### config.mk
export PLATFORM = sky130hd
export DESIGN_NAME = l1_threshold_loader
export DESIGN_NICKNAME = d
export VERILOG_FILES = /design/src/rtl/l1_threshold_loader.sv
export SDC_FILE = /design/constraint.sdc
export NUM_CORES = 1
export LEC_CHECK = 0
export ABC_AREA = 1
export CAP_MARGIN = 40
export CORE_MARGIN = 2
export CORE_UTILIZATION = 45
export DETAILED_ROUTE_END_ITERATION = 7
export PLACE_DENSITY = 0.74
export SLEW_MARGIN = 20
export SYNTH_ARGS = -nofsm -noshare
export SYNTH_HDL_FRONTEND = slang
export SYNTH_SLANG_ARGS = --single-unit
### constraint.sdc
create_clock -name wb_clk_i -period 14.19 [get_ports wb_clk_i]
set_input_delay 4.257 -clock wb_clk_i [delete_from_list [all_inputs] [get_ports wb_clk_i]]
set_output_delay 4.257 -clock wb_clk_i [all_outputs]
set_load 0.005 [all_outputs]
### src/rtl/l1_threshold_loader.sv
// Wishbone host for the L1 beam trigger block. It writes the beam thresholds and CE flags,
// issues the global update, takes a count snapshot and reads back every beam count.
module l1_threshold_loader #(
  parameter int unsigned NBEAMS     = 2,
  parameter logic [21:0] TRIG_BASE  = 22'h002000,
  parameter int unsigned TIMEOUT    = 255,
  parameter int unsigned POLL_LIMIT = 1023,
  parameter int unsigned MAX_RETRY  = 3
) (
  input  logic                   wb_clk_i,
  input  logic                   wb_rst_i,
  input  logic                   start_i,
  input  logic [NBEAMS*18-1:0]   thresh_i,
  output logic                   busy_o,
  output logic                   done_o,
  output logic                   fail_o,
  output logic [1:0]             fail_code_o,
  output logic [NBEAMS*32-1:0]   count_o,
  output logic                   wb_cyc_o,
  output logic                   wb_stb_o,
  output logic                   wb_we_o,
  output logic [21:0]            wb_adr_o,
  output logic [31:0]            wb_dat_o,
  output logic [3:0]             wb_sel_o,
  input  logic                   wb_ack_i,
  input  logic                   wb_err_i,
  input  logic                   wb_rty_i,
  input  logic [31:0]            wb_dat_i
);

  localparam int unsigned BW = (NBEAMS > 1)     ? $clog2(NBEAMS)         : 1;
  localparam int unsigned TW = (TIMEOUT > 1)    ? $clog2(TIMEOUT + 1)    : 1;
  localparam int unsigned PW = (POLL_LIMIT > 1) ? $clog2(POLL_LIMIT + 1) : 1;
  localparam int unsigned RW = (MAX_RETRY > 0)  ? $clog2(MAX_RETRY + 2)  : 1;

  typedef enum logic [3:0] {
    S_IDLE, S_THR_WR, S_CE_WR, S_UPD_WR, S_REQ_WR, S_POLL_RD, S_CNT_RD, S_DONE, S_FAIL
  } state_e;

  state_e                     state_q, state_d, iss_st;
  logic [BW-1:0]              beam_q, beam_d, iss_beam;
  logic                       cyc_q, cyc_d, we_q, we_d, iss_we;
  logic [21:0]                adr_q, adr_d, iss_adr;
  logic [31:0]                dat_q, dat_d, iss_dat;
  logic [3:0]                 sel_q, sel_d, iss_sel;
  logic [17:0]                iss_thr;
  logic [TW-1:0]              tmo_q, tmo_d;
  logic [PW-1:0]              poll_q, poll_d;
  logic [RW-1:0]              retry_q, retry_d;
  logic                       busy_q, busy_d, done_q, done_d, fail_q, fail_d;
  logic [1:0]                 code_q, code_d;
  logic [NBEAMS-1:0][17:0]    thr_in, thr_q, thr_d;
  logic [NBEAMS-1:0][31:0]    shadow_q, shadow_d, count_q, count_d;
  logic                       last_beam;

  assign thr_in    = thresh_i;
  assign last_beam = (beam_q == BW'(NBEAMS - 1));

  // Bus fields for the transaction about to be issued; from IDLE that is THR_WR(0).
  always_comb begin
    iss_st   = (state_q == S_IDLE) ? S_THR_WR : state_q;
    iss_beam = (state_q == S_IDLE) ? '0 : beam_q;
    iss_thr  = (state_q == S_IDLE) ? thr_in[0] : thr_q[beam_q];
    iss_adr  = TRIG_BASE;
    iss_dat  = '0;
    iss_sel  = 4'b1111;
    iss_we   = 1'b0;
    case (iss_st)
      S_THR_WR: begin
        iss_adr = TRIG_BASE | 22'h000100 | 22'(iss_beam);
        iss_dat = {14'b0, iss_thr};
        iss_sel = 4'b0111;
        iss_we  = 1'b1;
      end
      S_CE_WR: begin
        iss_adr = TRIG_BASE | 22'h000200 | 22'(iss_beam);
        iss_dat = 32'h1;
        iss_sel = 4'b0011;
        iss_we  = 1'b1;
      end
      S_UPD_WR: begin
        iss_dat = 32'h2;
        iss_sel = 4'b0010;
        iss_we  = 1'b1;
      end
      S_REQ_WR: begin
        iss_dat = 32'h1;
        iss_sel = 4'b0001;
        iss_we  = 1'b1;
      end
      S_CNT_RD: iss_adr = TRIG_BASE | 22'h000100 | 22'(iss_beam);
      default: ;
    endcase
  end

  // Sequencer: issue on an idle bus cycle, then resolve err > rty > ack > timeout.
  always_comb begin
    state_d  = state_q;
    beam_d   = beam_q;
    cyc_d    = cyc_q;
    we_d     = we_q;
    adr_d    = adr_q;
    dat_d    = dat_q;
    sel_d    = sel_q;
    tmo_d    = tmo_q;
    poll_d   = poll_q;
    retry_d  = retry_q;
    busy_d   = busy_q;
    done_d   = 1'b0;
    fail_d   = 1'b0;
    code_d   = code_q;
    thr_d    = thr_q;
    shadow_d = shadow_q;
    count_d  = count_q;
    case (state_q)
      S_IDLE: begin
        if (start_i) begin
          thr_d   = thr_in;
          beam_d  = '0;
          state_d = S_THR_WR;
          busy_d  = 1'b1;
          code_d  = 2'd0;
          retry_d = '0;
          poll_d  = '0;
          tmo_d   = '0;
          cyc_d   = 1'b1;
          we_d    = iss_we;
          adr_d   = iss_adr;
          dat_d   = iss_dat;
          sel_d   = iss_sel;
        end
      end
      S_DONE: begin
        count_d = shadow_q;
        done_d  = 1'b1;
        busy_d  = 1'b0;
        state_d = S_IDLE;
      end
      S_FAIL: begin
        fail_d  = 1'b1;
        busy_d  = 1'b0;
        state_d = S_IDLE;
      end
      default: begin
        if (!cyc_q) begin
          cyc_d = 1'b1;
          we_d  = iss_we;
          adr_d = iss_adr;
          dat_d = iss_dat;
          sel_d = iss_sel;
          tmo_d = '0;
        end else if (wb_err_i) begin
          cyc_d   = 1'b0;
          code_d  = 2'd1;
          state_d = S_FAIL;
        end else if (wb_rty_i) begin
          cyc_d = 1'b0;
          if (retry_q >= RW'(MAX_RETRY)) begin
            code_d  = 2'd3;
            state_d = S_FAIL;
          end else begin
            retry_d = retry_q + RW'(1);
          end
        end else if (wb_ack_i) begin
          cyc_d   = 1'b0;
          retry_d = '0;
          case (state_q)
            S_THR_WR: state_d = S_CE_WR;
            S_CE_WR: begin
              state_d = last_beam ? S_UPD_WR : S_THR_WR;
              beam_d  = last_beam ? '0 : beam_q + BW'(1);
            end
            S_UPD_WR: state_d = S_REQ_WR;
            S_REQ_WR: begin
              state_d = S_POLL_RD;
              poll_d  = '0;
            end
            S_POLL_RD: begin
              if (wb_dat_i[0]) begin
                state_d = S_CNT_RD;
                beam_d  = '0;
              end else if (poll_q >= PW'(POLL_LIMIT - 1)) begin
                code_d  = 2'd3;
                state_d = S_FAIL;
              end else begin
                poll_d = poll_q + PW'(1);
              end
            end
            S_CNT_RD: begin
              shadow_d[beam_q] = wb_dat_i;
              state_d = last_beam ? S_DONE : S_CNT_RD;
              beam_d  = last_beam ? '0 : beam_q + BW'(1);
            end
            default: ;
          endcase
        end else if (tmo_q == TW'(TIMEOUT - 1)) begin
          cyc_d   = 1'b0;
          code_d  = 2'd2;
          state_d = S_FAIL;
        end else begin
          tmo_d = tmo_q + TW'(1);
        end
      end
    endcase
  end

  always_ff @(posedge wb_clk_i or posedge wb_rst_i) begin
    if (wb_rst_i) begin
      state_q  <= S_IDLE;
      beam_q   <= '0;
      cyc_q    <= 1'b0;
      we_q     <= 1'b0;
      adr_q    <= '0;
      dat_q    <= '0;
      sel_q    <= '0;
      tmo_q    <= '0;
      poll_q   <= '0;
      retry_q  <= '0;
      busy_q   <= 1'b0;
      done_q   <= 1'b0;
      fail_q   <= 1'b0;
      code_q   <= '0;
      thr_q    <= '0;
      shadow_q <= '0;
      count_q  <= '0;
    end else begin
      state_q  <= state_d;
      beam_q   <= beam_d;
      cyc_q    <= cyc_d;
      we_q     <= we_d;
      adr_q    <= adr_d;
      dat_q    <= dat_d;
      sel_q    <= sel_d;
      tmo_q    <= tmo_d;
      poll_q   <= poll_d;
      retry_q  <= retry_d;
      busy_q   <= busy_d;
      done_q   <= done_d;
      fail_q   <= fail_d;
      code_q   <= code_d;
      thr_q    <= thr_d;
      shadow_q <= shadow_d;
      count_q  <= count_d;
    end
  end

  assign busy_o      = busy_q;
  assign done_o      = done_q;
  assign fail_o      = fail_q;
  assign fail_code_o = code_q;
  assign count_o     = count_q;
  assign wb_cyc_o    = cyc_q;
  assign wb_stb_o    = cyc_q;
  assign wb_we_o     = we_q;
  assign wb_adr_o    = adr_q;
  assign wb_dat_o    = dat_q;
  assign wb_sel_o    = sel_q;

endmodule

After elaboration in Yosys (flattened, before gate mapping)
Index checks and enable logic that the tools add are counted.

Word-level logic and storage cells: 183. Flip-flop bits (word level): 255.

$add $sub $neg: 4. Bitwise logic cells: 4. Eq/ne operators: 33. Multiplexer cells: 90. $lt $le $gt $ge: 4. Reductions and logical operators: 28.

Operators by type and width (count): 2-to-1 mux 32 bit (3); 2-to-1 mux 10 bit (7); bitwise mux 64 bit (1); case mux 32 bit (2 select lines) (1); case mux 10 bit (2 select lines) (3); 2-to-1 mux 18 bit (3); case mux 18 bit (3 select lines) (1); 2-to-1 mux 4 bit (12); 2-to-1 mux 8 bit (6); 2-to-1 mux 22 bit (2); case mux 22 bit (2 select lines) (1); demux 32 bit (select 1 bit) (1); == test 4 x 3 -> 1 bit, second input constant (6); case mux 4 bit (6 select lines) (1); AND reduction 6 bit (4); 2-to-1 mux 2 bit (11); 2-to-1 mux 1 bit (20); 2-to-1 mux 3 bit (6); == test 4 x 2 -> 1 bit, second input constant (4); case mux 4 bit (2 select lines) (2); case mux 4 bit (4 select lines) (1); case mux 8 bit (2 select lines) (1); AND reduction 8 bit (2); != test 3 bit, second input constant (5); other kinds (36) (59).

Longest topological paths before layout
Gate-level depths: netlist (run 1).

Word-level depth: 9. Mapped depth: 12. Mapped depth without buffers: 11.

Worst setup path after synthesis (run 1)
OpenSTA, ideal clock, no wires.

Kind: input to register. From: in wb_rty_i. To: reg poll_q[0]. Required time: 14.123 ns. Library setup time: 0.067 ns. Path buffers: 0. Arrival: 5.264 ns. Stages: 7. Setup slack: 8.859 ns. Path through: inv_1 > nand3_1 > nand2_1 > inv_1 > nor3_2 > nand3_1 > nand2_1.

Word-level cells in the longest chain between the ends: 2.

Ends and longest elaborated chain: from (decl) (RTL line 27) `input logic wb_rty_i,`; != test 2 x 1 -> 1 bit (no source line); AND reduction 9 bit (no source line); to (signal assigned) (RTL line 235) `poll_q <= poll_d;`; to (decl) (RTL line 48) `logic [PW-1:0] poll_q, poll_d;`.

Every way passes these cells. A chain may end at the register's enable or synchronous reset.

Worst setup path after layout (run 1)
From: reg cyc_q (netlist: wb_cyc_o). To: out wb_stb_o.

RTL lines: from (decl) (RTL line 42) `logic cyc_q, cyc_d, we_q, we_d, iss_we;`; from (signal assigned) (RTL line 229) `cyc_q <= cyc_d;`; to (decl) (RTL line 20) `output logic wb_stb_o,`.

No word-level cell between the ends.

==> impl_metrics.yaml, run 1 <==
outcome:
  status: "complete, no violations"
logic_synthesis:
  synth-main-ff-cell: "dfrtp_1"
  synth_top_area_share_pct: 55.57
  yosys_register_bits: 223
  postSynthCellCount: 1213
  synth_edf_count: 0
  yosys-top-cells-area: "dfrtp_1 56%, nand2_1 19%, nand3_1 3.5%, inv_1 3.3%, o21ai_1 3.3%"
  yosysTopAreaCell: "dfrtp_1"
  synth_warnings: 0
  yosys-top-cells-count: "499 x nand2_1, 223 x dfrtp_1, 89 x inv_1"
  synthArstFlopShare_pct: 100.0
  synth_cell_type_count: 39
  yosysMostFrequentCell: "nand2_1"
  avgSynthCellArea_um2: 8.279
  syn_area_mm2: 0.01004
  yosysSeqAreaShare_pct: 55.57
global_route:
  use_met2_pct: 31.14
  grt_max_degree: 101
  grt_pass1_wl_um: 38820
  gr-usage-met3_pct: 2.920
  grt_overflow: 0
  antenna_found_initial: 0
  busiest_layer: "met2"
  grt_pass1_vias: 7700
  grt_use_total_pct: 19.70
  globalRouteMet1Util_pct: 29.16
critical_path:
  r2r_start: "state_q[1]$_DFFE_PP0P_"
  cp-start-kind: "flop"
  crit_required_ns: 9.93
  cp.buffers_inverters: 1
  crit_chain: "clkdlybuf4s50_1"
  worst-setup-path-type: "reg -> out"
  crit_family: "flip-flops"
  slowest_delay_ns: 0.62
  cp_data_arrival_time_ns: 1.72
  critPathSlowestCell: "dfrtp_1"
  startpoint: "wb_cyc_o$_DFFE_PP0P_"
  cp-end-kind: "output port"
  cp_max_fo: 9
sta:
  period_share_pct: 42.12
  setup_slack_ns: 8.213
  maxSlewHeadroom_pct: 44.74
  hold_viol_final: 0
  max_freq_mhz: 167.3
  min_period_ns: 5.977
  rsz0062_at_grt: "no"
  tightest_slew_ns: 0.8288
  final-setup-viol-count: 0
  clock_skew_ns: 0.01600
  finalSetupTns_ns: 0
  maxSlewViolCount: 0
job:
  maxCapViolations: 0
drt:
  antenna_left: 0
  routedWlPerCell_um: 14.06
  drc: 0
  viasPerCell: 4.958
  drtIter0Drc: 560
  dr.pass1.iters: 5
  wirelength_um: 23350
  vias: 8236
clocking:
  postCtsHoldBufs: 0
  cts_setup_buffers: 0
  clock_path_buffers: 3
  cts_tree: "done"
  clock_latency_ns: 0.52
  cts_buffers: 24
  numClockSinks: 223
  post_cts_resized: 0
  clockRootBuffer: "clkbuf_16"
  cts.clk_slew.worst_paths_ns: 0.06
  htree_levels: 1
power:
  ir_drop_mv: 0.09664
  power.density_mw_per_mm2: 163.5
  power.leakage_nw: 6.382
floorplanning:
  io_pins: 204
  initial_core_util_pct: 45.87
  dieHeight_um: 153.4
  die_area_mm2: 0.02353
  core_area_mm2: 0.02189
  rows: 54
  die_w_um: 153.4
place:
  gp_congestion: 0.8462
  hpwlAfterDp_um: 15830
  dp_slack_ns: 7.790
  io_buffers: 171
cells_and_area:
  area_growth_pct: 26.71
  final_nets: 1444
  diodes: 0
  drive_gt1_share_pct: 6.010
worst_hold_path:
  hp-class: "reg -> reg"
  hold_start: "shadow_q[14]$_DFFE_PP0P_"
-- sequential cells by signal, summed over array words and instances, names as in the netlist, 2 cells and up --
register     flops
state_q          4
wb_dat_o        18
poll_q          10
retry_q          3
wb_sel_o         4
thr_q           36
wb_adr_o         4
tmo_q            8
shadow_q        64
fail_code_o      2
count_o         64
-- worst reg2reg max path: cells and delay by family, from the launching register on --
family	cells	cell delay [ns]
buf+inv	2	0.39
flops	1	0.53
simple gates	7	1.93
-- kinds of logic (layout without fill, tap and decap cells) --
group	after synthesis	after routing	share of synthesized area [%]
simple gates	659	659	27.15
flops	223	223	55.57
buf+inv	181	318	8.560
compound gates	139	139	7.588
fa+ha+maj	6	6	0.7476
xor+xnor	4	4	0.3489
other cells	1	32	0.03734
-- metrics by stage --
| stage | utilization [%] | hold WS (ns) | instances | cell area (um2) | power (W) |
|---|---|---|---|---|---|
| finish | 58.13 | 0.4522 | 1661 | 12720 | 0.002080 |
| global route | 58.13 | 0.4798 | 1661 | 12720 | 0.002201 |
| CTS | 58.00 | 0.4573 | 1660 | 12700 | 0.002092 |
| detailed placement | 53.98 | 0.4536 | 1617 | 11820 | 0.001404 |
| global placement | 53.75 | 0.4459 | 1614 | 11770 | 0.001389 |
| floorplan | - | 0.4422 | 1244 | 10160 | 0.001212 |
-- path summary, 6_finish.rpt --
| path | cells past startpoint | slack, ns | end |
|---|---|---|---|
| setup / recovery | 1 | 8.21 | wb_stb_o |
| hold / removal | 2 | 0.45 | count_o[14]$_DFFE_PP0P_ |
| setup reg to reg | 9 | 11.26 | wb_dat_o[5]$_DFFE_PP0P_ |
| hold reg to reg | 2 | 0.45 | count_o[14]$_DFFE_PP0P_ |
| max in group asynchronous | 3 | 8.75 | shadow_q[36]$_DFFE_PP0P_ |
| min in group asynchronous | 2 | 4.23 | shadow_q[15]$_DFFE_PP0P_ |
-- cell type report --
cell class	count	area, um2
timing repair buffer	179	1821
clock inverter	17	251.5
fill	1889	9166
inverter	96	367.9
tap	280	350.3
multi-input combinational	840	3726
clock buffer	26	628.1
sequential	223	5580
-- power breakdown --
group          switching [W]  leakage, nW  internal, W
Clock               0.000253        0.433     0.000429
Sequential         0.0000760         3.00     0.000733
Combinational       0.000374         2.94     0.000214
-- per-layer routing --
metal	part of all wire, %	vias up
met2	46	262
met5	0	-
met4	1.8	0
met1	46	3884
met3	6.6	32
li1	-	4058
-- cells in the final DEF, fill, tap and decap left out, drive strengths merged --
| cell | instances |
|---|---|
| dfrtp | 223 |
| ha | 6 |
| o21a | 4 |
| buf | 8 |
| nand3b | 2 |
| xnor2 | 1 |
| o21ai | 107 |
| a31oi | 1 |
| a21oi | 6 |
| inv | 96 |
| or2 | 3 |
| clkinvlp | 2 |
| o21bai | 2 |
| clkbuf | 26 |
| nor3 | 7 |
| xor2 | 3 |
| a21boi | 2 |
| o211ai | 14 |
| nand4 | 9 |
| bufinv | 6 |
| nand2 | 503 |
| clkinv | 9 |
| o221ai | 2 |
| clkdlybuf4s50 | 171 |
| nand3 | 71 |
| conb | 32 |
| o31ai | 1 |
| nor2 | 64 |
Note: power is estimated with default switching activity, not from simulation.
==> run 2, diff against run 1 <==
PLACE_DENSITY = 0.77   (was 0.74)
clock period = 5.3 ns   (was 14.19 ns; I/O delays follow)
==> impl_metrics.yaml, run 2 (synthesis results as in run 1) <==
critical_path:
  cp-start-kind: "input pin"
  cp-end-kind: "flop"
  crit_required_ns: 5.68
  cp.buffers_inverters: 3
  worst-setup-path-type: "in -> reg"
  cp_data_arrival_time_ns: 3.74
  crit_chain: "clkdlybuf4s50_1, inv_1, nand3_1, nor2_4, nand4_4, buf_16, nand2_1, o21ai_1"
  crit_family: "buffers and inverters"
  slowest_delay_ns: 0.52
  critPathSlowestCell: "nand4_4"
  cp_max_fo: 39
clocking:
  cts_tree: "done"
  cts_setup_buffers: 0
  clock_path_buffers: 3
  postCtsHoldBufs: 0
  clock_latency_ns: 0.51
  numClockSinks: 223
  htree_levels: 1
  cts.clk_slew.worst_paths_ns: 0.06
  cts_buffers: 25
  post_cts_resized: 0
  clockRootBuffer: "clkbuf_16"
sta:
  setup_slack_ns: 1.940
  final-setup-viol-count: 0
  period_share_pct: 63.40
  maxSlewViolCount: 0
  clock_skew_ns: 0.01376
  min_period_ns: 3.360
  tightest_slew_ns: 0.8280
  rsz0062_at_grt: "no"
  finalSetupTns_ns: 0
  max_freq_mhz: 297.6
  hold_viol_final: 0
  maxSlewHeadroom_pct: 44.80
global_route:
  grt_pass1_wl_um: 39580
  grt_overflow: 0
  grt_use_total_pct: 20.05
  antenna_found_initial: 0
  grt_max_degree: 90
  grt_pass1_vias: 7916
power:
  ir_drop_mv: 0.2682
  power.density_mw_per_mm2: 426.4
  total_power_w: 0.005389
  power.leakage_nw: 6.336
worst_hold_path:
  hp-class: "reg -> reg"
drt:
  vias: 8152
  viasPerCell: 4.911
  drtIter0Drc: 507
  antenna_left: 0
  dr.pass1.iters: 5
  wirelength_um: 23500
  drc: 0
  routedWlPerCell_um: 14.16
place:
  dpl_cell_area_mm2: 0.01185
  dp_slack_ns: 1.462
  io_buffers: 171
  hpwlAfterDp_um: 15910
  gp_congestion: 0.9041
cells_and_area:
  diodes: 0
  area_growth_pct: 25.87
  final_core_util_pct: 57.74
  final_nets: 1445
  drive_gt1_share_pct: 5.725
  final_cell_mix: "499 x nand2_1, 223 x dfrtp_1, 171 x clkdlybuf4s50_1"
  final_common_cell: "nand2_1"
  fin_area_mm2: 0.01264
floorplanning:
  dieHeight_um: 153.4
  io_pins: 204
  die_area_mm2: 0.02353
  rows: 54
  core_area_mm2: 0.02189
  die_w_um: 153.4
  initial_core_util_pct: 45.87
job:
  maxCapViolations: 0
outcome:
  status: "complete, no violations"
## run 2: cell count changes in the layout (fill, tap and decap cells not counted)
| cell | change |
|---|---|
| clkinv_4 | +3 |
| clkbuf_1 | +3 |
| clkinv_2 | -4 |
| inv_8 | -1 |
| clkbuf_8 | +3 |
| bufinv_16 | -5 |
| clkbuf_16 | +1 |
| buf_6 | -1 |
| buf_12 | +1 |
| clkinv_8 | -1 |
## run 2: area by class of cell
class / instances / area [um2]
fill: 1936 / 9251
sequential: 223 / 5580
multi-input combinational: 840 / 3726
timing repair buffer: 179 / 1829
clock buffer: 33 / 705.7
inverter: 96 / 364.1
tap: 280 / 350.3
clock inverter: 9 / 83.83
## run 2: worst min-delay path, cell delays in order (launching register included)
cell and delay (ns):
dfrtp_1 0.34, nand2_1 0.05, nand2_1 0.04
## run 2: worst paths after layout
kind,from,end,slack (ns),depth (start not counted)
worst max-delay path,wb_rty_i,shadow_q[56]$_DFFE_PP0P_,1.94,8
worst min-delay path,shadow_q[15]$_DFFE_PP0P_,count_o[15]$_DFFE_PP0P_,0.46,2
worst max register to register,state_q[1]$_DFFE_PP0P_,wb_dat_o[7]$_DFFE_PP0P_,2.34,9
worst min register to register,shadow_q[15]$_DFFE_PP0P_,count_o[15]$_DFFE_PP0P_,0.46,2
max in group asynchronous,wb_rst_i,shadow_q[29]$_DFFE_PP0P_,2.97,3
min in group asynchronous,wb_rst_i,shadow_q[3]$_DFFE_PP0P_,1.49,2
## run 2: metrics by stage
stage | instances | hold WS [ns]
floorplan | 1244 | 0.4422
global placement | 1616 | 0.4476
detailed placement | 1618 | 0.4514
CTS | 1660 | 0.4662
global route | 1660 | 0.4865
finish | 1660 | 0.4585
## run 2: where the power goes
part	switching [W]	leakage (nW)	internal (W)
clock network	0.000666	0.390	0.000980
logic	0.00101	2.94	0.000570
registers	0.000202	3.00	0.00196
## run 2: layer usage
metal / part of all wire [%] / GRT usage (%)
met1: 45 / 28.20
met2: 46 / 32.46
met3: 6.3 / 3.374
met4: 2.1 / 5.417
met5: 0 / 0
==> edit 1, RTL diff (flow settings as in run 2) <==
Encoding of `state_e`: now one-hot (9 bits for 9 states).
--- a/src/rtl/l1_threshold_loader.sv
+++ b/src/rtl/l1_threshold_loader.sv
@@ -34,6 +34,6 @@
   localparam int unsigned RW = (MAX_RETRY > 0)  ? $clog2(MAX_RETRY + 2)  : 1;
 
-  typedef enum logic [3:0] {
-    S_IDLE, S_THR_WR, S_CE_WR, S_UPD_WR, S_REQ_WR, S_POLL_RD, S_CNT_RD, S_DONE, S_FAIL
+  typedef enum logic [8:0] {
+    S_IDLE = 9'b000000001, S_THR_WR = 9'b000000010, S_CE_WR = 9'b000000100, S_UPD_WR = 9'b000001000, S_REQ_WR = 9'b000010000, S_POLL_RD = 9'b000100000, S_CNT_RD = 9'b001000000, S_DONE = 9'b010000000, S_FAIL = 9'b100000000
   } state_e;
 
Check against the original RTL: same outputs for any inputs over 4 cycles, from zero or initial values and one cycle with wb_rst_i high; so few cycles prove little.
==> edit 1 against run 2 <==
  * Area after synthesis increased by 2.2%
  * Sequential cell count increased by 5
  * Routed wire length decreased by 2.7%
  * Total power increased by 3.1%
  * Design area increased by 2.2%
  * Maximum frequency increased by 2.8%
  * Worst setup slack improved by 91 ps
  * Synthesized cell count decreased by 15%
  * Largest cell class unchanged
  * Highest routed layer unchanged
==> edit 1: results (changes against run 2) <==
{
  "critical_path": {
    "timing.critical_path.slowest_stage_cell": "sky130_fd_sc_hd__clkdlybuf4s50_1",
    "slowest_delay": {"value": 590, "unit": "ps", "change": "+70 ps"},
    "regToRegSetupSlack": {"value": 2420, "unit": "ps", "change": "+80 ps"},
    "data_arrival_critical_path": {"value": 1680, "unit": "ps", "change": "-2060 ps"},
    "ff_to_ff_end": "wb_adr_o[13]$_DFFE_PP0P_",
    "crit_path_max_fanout": {"value": 10, "change": "-74%"},
    "crit-reg2reg-launch": "state_q[7]$_DFFE_PP0P_"
  },
  "power": {
    "total_leakage_power": {"value": 6.121, "unit": "nW", "change": "-3.4%"},
    "ir_drop_worst_vdd": {"value": 0.0003295, "unit": "V", "change": "+23%"}
  },
  "route": {
    "drt-total-wl": {"value": 22860, "unit": "um", "change": "-2.7%"},
    "drt_first_iter_violations": {"value": 382, "change": "-25%"},
    "num_vias": {"value": 7576, "change": "-7.1%"},
    "wire_per_inst": {"value": 15.28, "unit": "um", "change": "+7.9%"}
  },
  "min_path": {
    "worstHoldStart": "shadow_q[28]$_DFFE_PP0P_",
    "hold_ep": "shadow_q[28]$_DFFE_PP0P_"
  },
  "yosys": {
    "netlist_top_cells_area": "sky130_fd_sc_hd__dfrtp_1 (55%), sky130_fd_sc_hd__mux2_2 (10%), sky130_fd_sc_hd__nand2_1 (8.3%)",
    "ys_top_cells_by_count": "sky130_fd_sc_hd__dfrtp_1 (227), sky130_fd_sc_hd__nand2_1 (226), sky130_fd_sc_hd__mux2_2 (95), sky130_fd_sc_hd__o21ai_0 (79), sky130_fd_sc_hd__inv_1 (74)",
    "avgSynthCellArea": {"value": 9.913, "unit": "um2", "change": "+20%"},
    "post_synth_num_cell_types": {"value": 43, "change": "+10%"},
    "seq_area_frac_synth": {"value": 55.62, "unit": "%", "change": "about the same"}
  },
  "layout": {
    "final_nets": {"value": 1274, "change": "-12%"},
    "num-fill-cells": {"value": 1937, "change": "+0.052%"},
    "layout-drive-gt1-share": {"value": 15.44, "unit": "%", "change": "+9.7 points"}
  },
  "placement": {
    "hpwlAfterDp": {"value": 15070, "unit": "um", "change": "-5.2%"},
    "globalplace.congestion": {"value": 0.8558, "change": "-5.3%"},
    "place.detailed.instances": {"value": 1451, "change": "-10%"}
  },
  "status": {
    "status": "finished clean"
  },
  "global_routing": {
    "grt_pass1_vias": {"value": 7430, "change": "-6.1%"},
    "grtUsageTotal": {"value": 19.12, "unit": "%", "change": "-0.93 points"},
    "grt_start_max_net_pins": {"value": 126, "change": "+40%"},
    "grt_first_pass_wirelength": {"value": 37710, "unit": "um", "change": "-4.7%"}
  },
  "clocking": {
    "cts-resized-gates": {"value": 0, "change": "unchanged"},
    "cts.path.max_buffers": {"value": 3, "change": "unchanged"}
  },
  "sta": {
    "fin_worst_skew": {"value": 15.98, "unit": "ps", "change": "+2.217 ps"},
    "tightest_slew": {"value": 705.2, "unit": "ps", "change": "-122.7 ps"}
  }
}
edit 1: cell count changes in the layout (fill, tap and decap cells not counted), sizes merged, moves of 10 or more:
cell / delta
nand2: -268
mux2: +95
nand3: -18
inv: -13
o211ai: -12
a21oi: +10
nor3: +10
edit 1: cell families after synthesis:
logic type | share of synthesized area (%)
compound gates | 7.793
mux | 10.43
xor+xnor | 0.4269
fa+ha+maj | 0.7317
simple gates | 16.85
flops | 55.62
other cells | 0.03655
buf+inv | 8.110
edit 1: final cells by class:
cell class	instances	share of cell area, %
multi-input cells	676	29.76
clock buffers	37	5.734
flip-flops and latches	228	44.17
clock inverters	7	0.7651
inverters	82	2.489
well taps	285	2.760
repair buffers	181	14.31
edit 1: through the flow:
step | hold slack (ps) | total power [W] | area, um2 | setup slack [ps]
floorplan | 447.6 | 0.003311 | 10380 | 730.8
global placement | 459.6 | 0.003782 | 12020 | 1371
detailed placement | 467.4 | 0.003831 | 12060 | 1630
CTS | 482.2 | 0.005599 | 12900 | 2005
global route | 494.2 | 0.005896 | 12920 | 1920
finish | 480.0 | 0.005554 | 12920 | 2031
edit 1: how the worst max path moves through the flow:
stage | from | endpoint | cells past startpoint
6_report | wb_cyc_o$_DFFE_PP0P_ | wb_cyc_o | 1
4_1_cts | wb_cyc_o$_DFFE_PP0P_ | wb_cyc_o | 1
5_1_grt | wb_rty_i | shadow_q[58]$_DFFE_PP0P_ | 10
3_3_place_gp | wb_rty_i | shadow_q[18]$_DFFE_PP0P_ | 8
2_1_floorplan | wb_rst_i | beam_q$_DFFE_PP0P_ | 1
3_5_place_dp | wb_rty_i | shadow_q[35]$_DFFE_PP0P_ | 10
edit 1: where the power goes:
| part | switching, W | internal [W] | total (W) |
|---|---|---|---|
| clock network | 0.000685 | 0.00106 | 0.00175 |
| registers | 0.000172 | 0.00202 | 0.00219 |
| logic | 0.000963 | 0.000650 | 0.00161 |
| total | 0.00182 | 0.00373 | 0.00555 |
edit 1: per-layer routing:
layer / up-vias / share of wire [%] / GRT usage, %
met3: 40 / 5.2 / 3.593
met2: 213 / 48 / 31.47
met4: 0 / 2.5 / 5.776
li1: 3663 / - / -
met5: - / 0 / 0
met1: 3660 / 44 / 25.94
==> edit 2, RTL diff (flow settings as in run 2) <==
Without the edit above. Set the parameter `NBEAMS` to 1 (it was 2).
--- a/src/rtl/l1_threshold_loader.sv
+++ b/src/rtl/l1_threshold_loader.sv
@@ -2,5 +2,5 @@
 // issues the global update, takes a count snapshot and reads back every beam count.
 module l1_threshold_loader #(
-  parameter int unsigned NBEAMS     = 2,
+  parameter int unsigned NBEAMS     = 1,
   parameter logic [21:0] TRIG_BASE  = 22'h002000,
   parameter int unsigned TIMEOUT    = 255,
Ports: changed (resized count_o and thresh_i); port bits go from 204 to 154. No check against the original RTL was run, so the function may have changed too.
==> edit 2 against run 2 <==
  * Design area fell by 32%
  * Routed wire length decreased by 38%
  * Area after synthesis decreased by 33%
  * Hold slack better by 6.5 ps
  * Register-to-register slack better by 520 ps
  * Clock skew fell by 8.4 ps
  * First-iteration DRC count shrank 35%
  * Critical path type is now reg2out
  * Total power down 27%
  * Sequential cell count decreased by 84
  * Critical path depth fell by 7
  * Worst setup slack improved by 190 ps
==> edit 2: results (changes against run 2) <==
{
  "global_routing": {
    "grt_start_max_net_pins": {"value": 140, "change": "+56%"}
  },
  "floorplan": {
    "core_area": {"value": 0.01453, "unit": "mm2", "change": "-34%"}
  },
  "sta": {
    "fin_worst_hold_slack": {"value": 465.0, "unit": "ps", "change": "+6.536 ps"},
    "fin_worst_skew": {"value": 5.338, "unit": "ps", "change": "-8.422 ps"}
  },
  "placement": {
    "placedInstanceArea": {"value": 0.007929, "unit": "mm2", "change": "-33%"},
    "hpwlAfterDp": {"value": 9825, "unit": "um", "change": "-38%"},
    "dp_worst_setup_slack": {"value": 1644, "unit": "ps", "change": "+181.5 ps"},
    "io_buffer_count": {"value": 120, "change": "-30%"},
    "place.detailed.instances": {"value": 1045, "change": "-35%"}
  },
  "critical_path": {
    "worst_path_dominant_cell_family": "flip-flops",
    "ff_to_ff_end": "tmo_q[0]$_DFFE_PP0P_",
    "slowest_delay": {"value": 580, "unit": "ps", "change": "+60 ps"},
    "regToRegSetupSlack": {"value": 2860, "unit": "ps", "change": "+520 ps"}
  },
  "layout": {
    "finalNonFillerCells": {"value": 1078, "change": "-35%"},
    "layout-drive-gt1-share": {"value": 11.41, "unit": "%", "change": "+5.7 points"},
    "multiInputGateArea": {"value": 0.002764, "unit": "mm2", "change": "-26%"},
    "final_nets": {"value": 943, "change": "-35%"}
  },
  "power": {
    "power-per-cell-area": {"value": 454.8, "unit": "mW/mm2", "change": "+6.7%"},
    "ir_drop_worst_vdd": {"value": 0.0002525, "unit": "V", "change": "-5.9%"}
  },
  "yosys": {
    "netlist_top_cells_area": "sky130_fd_sc_hd__dfrtp_1 (52%), sky130_fd_sc_hd__nand2_1 (15%), sky130_fd_sc_hd__buf_4 (4.3%)",
    "seq_area_frac_synth": {"value": 51.90, "unit": "%", "change": "-3.7 points"}
  },
  "route": {
    "wire_per_inst": {"value": 13.56, "unit": "um", "change": "-4.2%"}
  },
  "status": {
    "status": "finished clean"
  },
  "clocking": {
    "number_of_h_tree_branching_levels": {"value": 4, "change": "+3"},
    "cts.path.max_buffers": {"value": 2, "change": "-1"},
    "insertion_delay": {"value": 420, "unit": "ps", "change": "-90 ps"}
  }
}
[edit 2: cell types whose count changed after synthesis, sizes merged, moves of 24 or more]
cell   delta
inv      -45
buf      -24
dfrtp    -84
mux2     +31
nand2   -223
o21ai    -40
nand3    -36
[edit 2: report_power, final]
part | switching [W] | leakage (nW) | internal [W]
clock | 0.000454 | 0.287 | 0.000800
combinational | 0.000770 | 2.15 | 0.000498
sequential | 0.000131 | 1.86 | 0.00125
[edit 2: worst max path at each step]
stage / end / slack, ps / depth (start not counted)
after floorplan: busy_o$_DFFE_PP0P_ / 1970 / 1
after CTS: shadow_q[4]$_DFFE_PP0P_ / 2060 / 5
after global routing: wb_stb_o / 2070 / 1
after global placement: shadow_q[28]$_DFFE_PP0P_ / 1690 / 5
after detailed placement: shadow_q[4]$_DFFE_PP0P_ / 1640 / 5
final: wb_stb_o / 2130 / 1
[edit 2: cell families (layout without fill, tap and decap cells)]
logic type / Yosys count / in the layout / synth area share [%]
AO/OA/AOI/OAI: 82 / 82 / 7.226
flip-flops: 139 / 139 / 51.90
multiplexers: 31 / 31 / 5.209
XOR/XNOR: 6 / 6 / 0.7842
buffers and inverters: 110 / 210 / 8.644
AND/OR/NAND/NOR: 387 / 387 / 25.06
adder cells (fa/ha/maj): 6 / 6 / 1.120
other: 1 / 33 / 0.05596
[edit 2: layer usage]
metal	part of all wire (%)	track usage, %	up-vias
li1	-	-	2609
met4	2.5	8.080	0
met3	3.9	4.078	26
met1	45	25.89	2516
met5	0	0	-
met2	49	31.28	120
